`src/rtl/train_sample_feeder_if.sv`:
```
// rtl/train_sample_feeder_if.sv - sample-load, run-control and replay signals of the training sample feeder
interface train_sample_feeder_if #(
    parameter int DEPTH = 8,
    parameter int X_W   = 4,
    parameter int Y_W   = 4,
    parameter int EP_W  = 8
);
    localparam int IW = $clog2(DEPTH);
    localparam int CW = IW + 1;

    logic            wr_en_i;
    logic [X_W-1:0]  wr_x_i;
    logic [Y_W-1:0]  wr_y_i;
    logic            clear_i;
    logic            start_i;
    logic [EP_W-1:0] epochs_i;
    logic            iter_done_i;

    logic [X_W-1:0]  x_o;
    logic [Y_W-1:0]  y_o;
    logic            init_o;
    logic            busy_o;
    logic            done_o;
    logic [CW-1:0]   count_o;
    logic            full_o;
    logic            empty_o;
    logic            overflow_o;
    logic [IW-1:0]   idx_o;
    logic [EP_W-1:0] epoch_o;

    modport master (
        output wr_en_i, wr_x_i, wr_y_i, clear_i, start_i, epochs_i, iter_done_i,
        input  x_o, y_o, init_o, busy_o, done_o, count_o, full_o, empty_o,
               overflow_o, idx_o, epoch_o
    );

    modport slave (
        input  wr_en_i, wr_x_i, wr_y_i, clear_i, start_i, epochs_i, iter_done_i,
        output x_o, y_o, init_o, busy_o, done_o, count_o, full_o, empty_o,
               overflow_o, idx_o, epoch_o
    );
endinterface

```
`src/rtl/train_sample_feeder.sv`:
```
// rtl/train_sample_feeder.sv - buffers training samples and replays them for a programmed number of epochs
module train_sample_feeder #(
    parameter int DEPTH = 8,
    parameter int X_W   = 4,
    parameter int Y_W   = 4,
    parameter int EP_W  = 8
) (
    input  logic                 clk_i,
    input  logic                 rst_i,
    train_sample_feeder_if.slave bus
);
    localparam int IW = $clog2(DEPTH);
    localparam int CW = IW + 1;
    localparam int SW = X_W + Y_W;

    typedef enum logic [1:0] {S_IDLE, S_ISSUE, S_WAIT, S_DONE} state_t;

    state_t          r_state;
    state_t          w_next;

    logic [SW-1:0]   r_mem [DEPTH];
    logic [CW-1:0]   r_count;
    logic            r_ovf;
    logic [IW-1:0]   r_idx;
    logic [EP_W-1:0] r_epoch;
    logic [EP_W-1:0] r_epochs;
    logic [X_W-1:0]  r_x;
    logic [Y_W-1:0]  r_y;

    logic            w_full;
    logic            w_more;
    logic            w_last_epoch;
    logic [IW-1:0]   w_next_idx;
    logic            w_clear;
    logic            w_abort;
    logic            w_start_run;
    logic            w_write;
    logic            w_drop;
    logic            w_step;
    logic            w_wrap;

    assign w_full       = (r_count == CW'(DEPTH));
    assign w_more       = (({1'b0, r_idx} + CW'(1)) < r_count);
    assign w_last_epoch = (({1'b0, r_epoch} + (EP_W+1)'(1)) == {1'b0, r_epochs});
    assign w_next_idx   = r_idx + IW'(1);

    always_comb begin
        w_next      = r_state;
        w_clear     = 1'b0;
        w_abort     = 1'b0;
        w_start_run = 1'b0;
        w_write     = 1'b0;
        w_drop      = 1'b0;
        w_step      = 1'b0;
        w_wrap      = 1'b0;
        case (r_state)
            S_IDLE, S_DONE: begin
                // clear beats start beats write; a write alongside start is silently lost
                if (bus.clear_i) begin
                    w_clear = 1'b1;
                    w_next  = S_IDLE;
                end else if (bus.start_i) begin
                    if (r_count == '0 || bus.epochs_i == '0) begin
                        w_next = S_DONE;
                    end else begin
                        w_start_run = 1'b1;
                        w_next      = S_ISSUE;
                    end
                end else if (bus.wr_en_i) begin
                    w_write = !w_full;
                    w_drop  = w_full;
                end
            end
            S_ISSUE: begin
                if (bus.clear_i) begin
                    w_clear = 1'b1;
                    w_abort = 1'b1;
                    w_next  = S_IDLE;
                end else begin
                    w_next = S_WAIT;
                end
            end
            S_WAIT: begin
                if (bus.clear_i) begin
                    w_clear = 1'b1;
                    w_abort = 1'b1;
                    w_next  = S_IDLE;
                end else if (bus.iter_done_i) begin
                    if (w_more) begin
                        w_step = 1'b1;
                        w_next = S_ISSUE;
                    end else begin
                        w_wrap = 1'b1;
                        w_next = w_last_epoch ? S_DONE : S_ISSUE;
                    end
                end
            end
            default: w_next = S_IDLE;
        endcase
    end

    always_ff @(posedge clk_i) begin
        if (rst_i) r_state <= S_IDLE;
        else       r_state <= w_next;
    end

    // sample storage is deliberately unreset; r_count alone marks which slots are valid
    always_ff @(posedge clk_i) begin
        if (!rst_i && w_write) r_mem[r_count[IW-1:0]] <= {bus.wr_x_i, bus.wr_y_i};
    end

    always_ff @(posedge clk_i) begin
        if (rst_i) begin
            r_count  <= '0;
            r_ovf    <= 1'b0;
            r_idx    <= '0;
            r_epoch  <= '0;
            r_epochs <= '0;
            r_x      <= '0;
            r_y      <= '0;
        end else begin
            if (w_clear) begin
                r_count <= '0;
                r_ovf   <= 1'b0;
            end
            if (w_write) r_count <= r_count + CW'(1);
            if (w_drop)  r_ovf   <= 1'b1;
            if (w_abort) begin
                r_idx   <= '0;
                r_epoch <= '0;
                r_x     <= '0;
                r_y     <= '0;
            end
            if (w_start_run) begin
                r_epochs     <= bus.epochs_i;
                r_idx        <= '0;
                r_epoch      <= '0;
                {r_x, r_y}   <= r_mem[0];
            end
            if (w_step) begin
                r_idx        <= w_next_idx;
                {r_x, r_y}   <= r_mem[w_next_idx];
            end
            if (w_wrap) begin
                r_idx   <= '0;
                r_epoch <= r_epoch + EP_W'(1);
                // on the final wrap the last sample stays on the bus
                if (!w_last_epoch) {r_x, r_y} <= r_mem[0];
            end
        end
    end

    assign bus.x_o        = r_x;
    assign bus.y_o        = r_y;
    assign bus.init_o     = (r_state == S_ISSUE);
    assign bus.busy_o     = (r_state == S_ISSUE) || (r_state == S_WAIT);
    assign bus.done_o     = (r_state == S_DONE);
    assign bus.count_o    = r_count;
    assign bus.full_o     = w_full;
    assign bus.empty_o    = (r_count == '0);
    assign bus.overflow_o = r_ovf;
    assign bus.idx_o      = r_idx;
    assign bus.epoch_o    = r_epoch;
endmodule

```
`src/flat_wrapper.sv`:
```
// flat-port wrapper written by rule: the top's interface ports become plain ports
module train_sample_feeder_flat 
#(
    parameter int DEPTH = 8,
    parameter int X_W   = 4,
    parameter int Y_W   = 4,
    parameter int EP_W  = 8
)
  (clk_i, rst_i, bus_wr_en_i, bus_wr_x_i, bus_wr_y_i, bus_clear_i, bus_start_i, bus_epochs_i, bus_iter_done_i, bus_x_o, bus_y_o, bus_init_o, bus_busy_o, bus_done_o, bus_count_o, bus_full_o, bus_empty_o, bus_overflow_o, bus_idx_o, bus_epoch_o);
  train_sample_feeder_if #(.DEPTH(DEPTH), .X_W(X_W), .Y_W(Y_W), .EP_W(EP_W)) bus_i ();
  input  logic clk_i;
  input  logic rst_i;
  input wire logic [$bits(bus_i.wr_en_i)-1:0] bus_wr_en_i;
  input wire logic [$bits(bus_i.wr_x_i)-1:0] bus_wr_x_i;
  input wire logic [$bits(bus_i.wr_y_i)-1:0] bus_wr_y_i;
  input wire logic [$bits(bus_i.clear_i)-1:0] bus_clear_i;
  input wire logic [$bits(bus_i.start_i)-1:0] bus_start_i;
  input wire logic [$bits(bus_i.epochs_i)-1:0] bus_epochs_i;
  input wire logic [$bits(bus_i.iter_done_i)-1:0] bus_iter_done_i;
  output wire logic [$bits(bus_i.x_o)-1:0] bus_x_o;
  output wire logic [$bits(bus_i.y_o)-1:0] bus_y_o;
  output wire logic [$bits(bus_i.init_o)-1:0] bus_init_o;
  output wire logic [$bits(bus_i.busy_o)-1:0] bus_busy_o;
  output wire logic [$bits(bus_i.done_o)-1:0] bus_done_o;
  output wire logic [$bits(bus_i.count_o)-1:0] bus_count_o;
  output wire logic [$bits(bus_i.full_o)-1:0] bus_full_o;
  output wire logic [$bits(bus_i.empty_o)-1:0] bus_empty_o;
  output wire logic [$bits(bus_i.overflow_o)-1:0] bus_overflow_o;
  output wire logic [$bits(bus_i.idx_o)-1:0] bus_idx_o;
  output wire logic [$bits(bus_i.epoch_o)-1:0] bus_epoch_o;
  assign bus_i.wr_en_i = bus_wr_en_i;
  assign bus_i.wr_x_i = bus_wr_x_i;
  assign bus_i.wr_y_i = bus_wr_y_i;
  assign bus_i.clear_i = bus_clear_i;
  assign bus_i.start_i = bus_start_i;
  assign bus_i.epochs_i = bus_epochs_i;
  assign bus_i.iter_done_i = bus_iter_done_i;
  assign bus_x_o = bus_i.x_o;
  assign bus_y_o = bus_i.y_o;
  assign bus_init_o = bus_i.init_o;
  assign bus_busy_o = bus_i.busy_o;
  assign bus_done_o = bus_i.done_o;
  assign bus_count_o = bus_i.count_o;
  assign bus_full_o = bus_i.full_o;
  assign bus_empty_o = bus_i.empty_o;
  assign bus_overflow_o = bus_i.overflow_o;
  assign bus_idx_o = bus_i.idx_o;
  assign bus_epoch_o = bus_i.epoch_o;
  train_sample_feeder #(.DEPTH(DEPTH), .X_W(X_W), .Y_W(Y_W), .EP_W(EP_W)) u_core (.clk_i(clk_i), .rst_i(rst_i), .bus(bus_i));
endmodule
```
`config.mk`:
```
export PLATFORM = sky130hd
export DESIGN_NAME = train_sample_feeder_flat
export DESIGN_NICKNAME = d
export VERILOG_FILES = /design/src/rtl/train_sample_feeder_if.sv /design/src/rtl/train_sample_feeder.sv /design/src/flat_wrapper.sv
export SDC_FILE = /design/constraint.sdc
export NUM_CORES = 1
export LEC_CHECK = 0
export CAP_MARGIN = 20
export CORE_MARGIN = 1.5
export CORE_UTILIZATION = 55
export CTS_CLUSTER_DIAMETER = 200
export DETAILED_ROUTE_END_ITERATION = 6
export PLACE_DENSITY = 0.86
export SLEW_MARGIN = 20
export SYNTH_ARGS = -nofsm -noshare
export SYNTH_HDL_FRONTEND = slang
export SYNTH_SLANG_ARGS = --single-unit
```
`constraint.sdc`:
```
create_clock -name clk_i -period 2.9 [get_ports clk_i]
set_input_delay 0.725 -clock clk_i [delete_from_list [all_inputs] [get_ports clk_i]]
set_output_delay 0.725 -clock clk_i [all_outputs]
set_load 0.02 [all_outputs]
```
==> results_dict.tcl <==
set metrics [dict create \
    outcome "complete, no violations" \
    critPathKind "reg -> out" \
    clk_latency_ps 380 \
    synth-adder-area-share_pct 2.83 \
    synth-xor-area-share_pct 2.15 \
    dr.pass1.iters 4 \
    yosys_register_bits 98 \
    power_w 0.00253 \
    drive_above_1_share_pct 15.9 \
    antenna_found_initial 0 \
    synth_top_family_by_area "multiplexers" \
    cts_tree "built" \
    ys_seq_area_share_pct 58.8 \
    synth_cell_types 54 \
    synth.cell_area_um2 4430 \
    p_per_area_nw_per_um2 478 \
    final_hold_viol_count 0 \
    critical-path-max-stage-delay_ps 670 \
    fin_nets 429 \
    worstSetupStartpointType "register" \
    clk_path_buf_depth 2 \
    drc_errors 0 \
    fin_skew_ps 10.6 \
    fin_tns_setup_ps 0 \
    worstPathCellList "inv_1, ha_1, nor3b_2, clkdlybuf4s50_1" \
    area_delta_synth_final_pct 19.7 \
    period_needed_ps 2790 \
    tightest_slew_ps 618 \
    vias 2992 \
    fin_crit_sh_pct 96.1 \
    crit_path_end_kind "output pin" \
    hold_class "reg -> reg" \
    max-cap-violations 0 \
    gp_congestion 0.863 \
    grtUsageTotal_pct 23.1 \
    clkTransAtPathRegs_ps 110 \
    rsz0062_at_grt "false" \
    p_leak_nw 1.76 \
    grt_pass1_vias 2942 \
    syn-num-nets 365 \
    nFillCells 525 \
    dp_hpwl_mm 6.33 \
    final_common_cell "edfxtp_1" \
    grt_max_degree 21 \
    grt-ovfl-total 0 \
    max_freq_ghz 0.359 \
    crit_arrival_ps 2060 \
    grt_pass1_wl_mm 14.8 \
    critPathMaxFanout 6 \
    start_util_pct 57.0 \
    num_rows 32 \
    die_h_um 92.7 \
    synthFlopType "edfxtp_1" \
    slew_violations 0 \
    wl_per_cell_um 18.2 \
    synth_compound_area_share_pct 9.61 \
    antenna_left 0 \
    root_buffer "clkbuf_8" \
    relSlewSlack_pct 58.5 \
    wl_mm 9.18 \
    ios 51 \
    cp.required_ps 2170 \
    synth-edff-count 64 \
    ys_async_sr_fraction_pct 0 \
    setup_viol 0 \
    muxShareOfSynthArea_pct 12.2 \
    via_per_inst 5.94 \
    post_cts_buffers 0 \
    synth_warnings 0 \
    final_cell_mix "64 x edfxtp_1, 50 x clkdlybuf4s50_1, 43 x nor2_1" \
    portBuffers 50 \
    vdd_drop_max_mv 0.466 \
    crit_path_top_delay_cell "clkdlybuf4s50_1" \
    die_area_um2 8600 \
    yosys.area_share.simple_pct 10.9 \
    diodes 0 \
    numCtsBuffers 9 \
    cts.sinks 98 \
    first_iter_violations 163 \
    die_w_um 92.7 \
    core_um2 7770 \
    synth.avg_cell_area_um2 13.3 \
    htreeDepth 3 \
    syn_inst 333 \
]
-- kinds of logic (layout without fill, tap and decap cells) --
kind of cell | Yosys count | count (layout)
buffers and inverters | 28 | 97
DFF | 98 | 98
AOI/OAI and AO/OA | 59 | 59
and+or+nand+nor | 94 | 94
adders and majority gates | 10 | 10
xor gates and xnor gates | 10 | 10
muxes | 34 | 34
-- path summary, 6_finish.rpt --
| path | slack (ps) | startpoint | depth (start not counted) | endpoint |
|---|---|---|---|---|
| worst max-delay path | 110 | u_core.bus.count_o[0] | 4 | bus_empty_o |
| worst min-delay path | 480 | u_core.bus.overflow_o | 2 | u_core.bus.overflow_o |
| worst max register to register | 290 | u_core.bus.epoch_o[0] | 7 | u_core.bus.x_o[0] |
| worst min register to register | 480 | u_core.bus.overflow_o | 2 | u_core.bus.overflow_o |
-- critical path, delay by kind of cell (launching register included) --
kind,cells,cell delay [ps]
buf+inv,2,810
flops,1,380
fa+ha+maj,1,170
simple gates,1,330
-- metal layers --
layer | GRT usage (%) | up-vias | part of all wire [%]
met5 | 0 | - | 0
met4 | 9.97 | 0 | 1.9
met3 | 5.01 | 16 | 5.2
met2 | 39.5 | 84 | 52
met1 | 28.1 | 1486 | 41
li1 | - | 1406 | -
-- registers in the layout, summed over array words and instances (netlist names) --
name and flops:
u_core.bus.count_o 4, u_core.bus.epoch_o 8, u_core.bus.idx_o 3, u_core.bus.overflow_o 1, u_core.bus.x_o 4, u_core.bus.y_o 4
u_core.r_epochs 8, u_core.r_mem 64, u_core.r_state 2
-- cell usage after synthesis (all sizes together) (7+ instances only) --
library cell   n  share of area [%]
a31oi         13                1.8
o2bb2ai        8                1.6
dfxtp         34                 15
o21ai         14                1.7
nor2          43                3.6
buf           12                1.9
ha            10                2.8
edfxtp        64                 43
inv           12                1.0
a21oi         10                1.2
mux4          16                8.1
nand3          7               0.79
mux2i         17                3.8
-- through the flow --
stage / hold slack (ps) / std cells / util (%) / setup slack, ps / cell area (um^2)
after CTS: 490 / 504 / 68.2 / 115 / 5300
final: 485 / 504 / 68.2 / 114 / 5300
after global routing: 508 / 504 / 68.2 / 5.94 / 5300
after floorplan: 445 / 333 / - / 184 / 4430
after global placement: 451 / 488 / 65.6 / 257 / 5090
after detailed placement: 465 / 488 / 65.6 / 141 / 5090
-- power by group --
| part | leakage [nW] | total [W] | internal [W] | switching [W] |
|---|---|---|---|---|
| Sequential | 0.850 | 0.00150 | 0.00149 | 0.00000938 |
| Combinational | 0.806 | 0.000158 | 0.0000714 | 0.0000867 |
| Clock | 0.103 | 0.000874 | 0.000345 | 0.000530 |
| Total | 1.76 | 0.00253 | 0.00191 | 0.000626 |
-- final cells by class --
cell class | count | area [um^2] | area share (%)
clock buffer | 9 | 124 | 2.34
clock inverter | 7 | 76.3 | 1.44
inverter | 12 | 45.0 | 0.850
multi-input combinational | 207 | 1680 | 31.7
sequential | 98 | 2600 | 49.1
tap | 102 | 128 | 2.41
timing repair buffer | 69 | 643 | 12.1
-- repair_timing --
item,4_1_cts,5_1_grt
endpoints found under the setup margin,1,0
gates resized for setup,1,0
hold buffers,0,0
No activity file was read; power rests on OpenSTA's default activity.
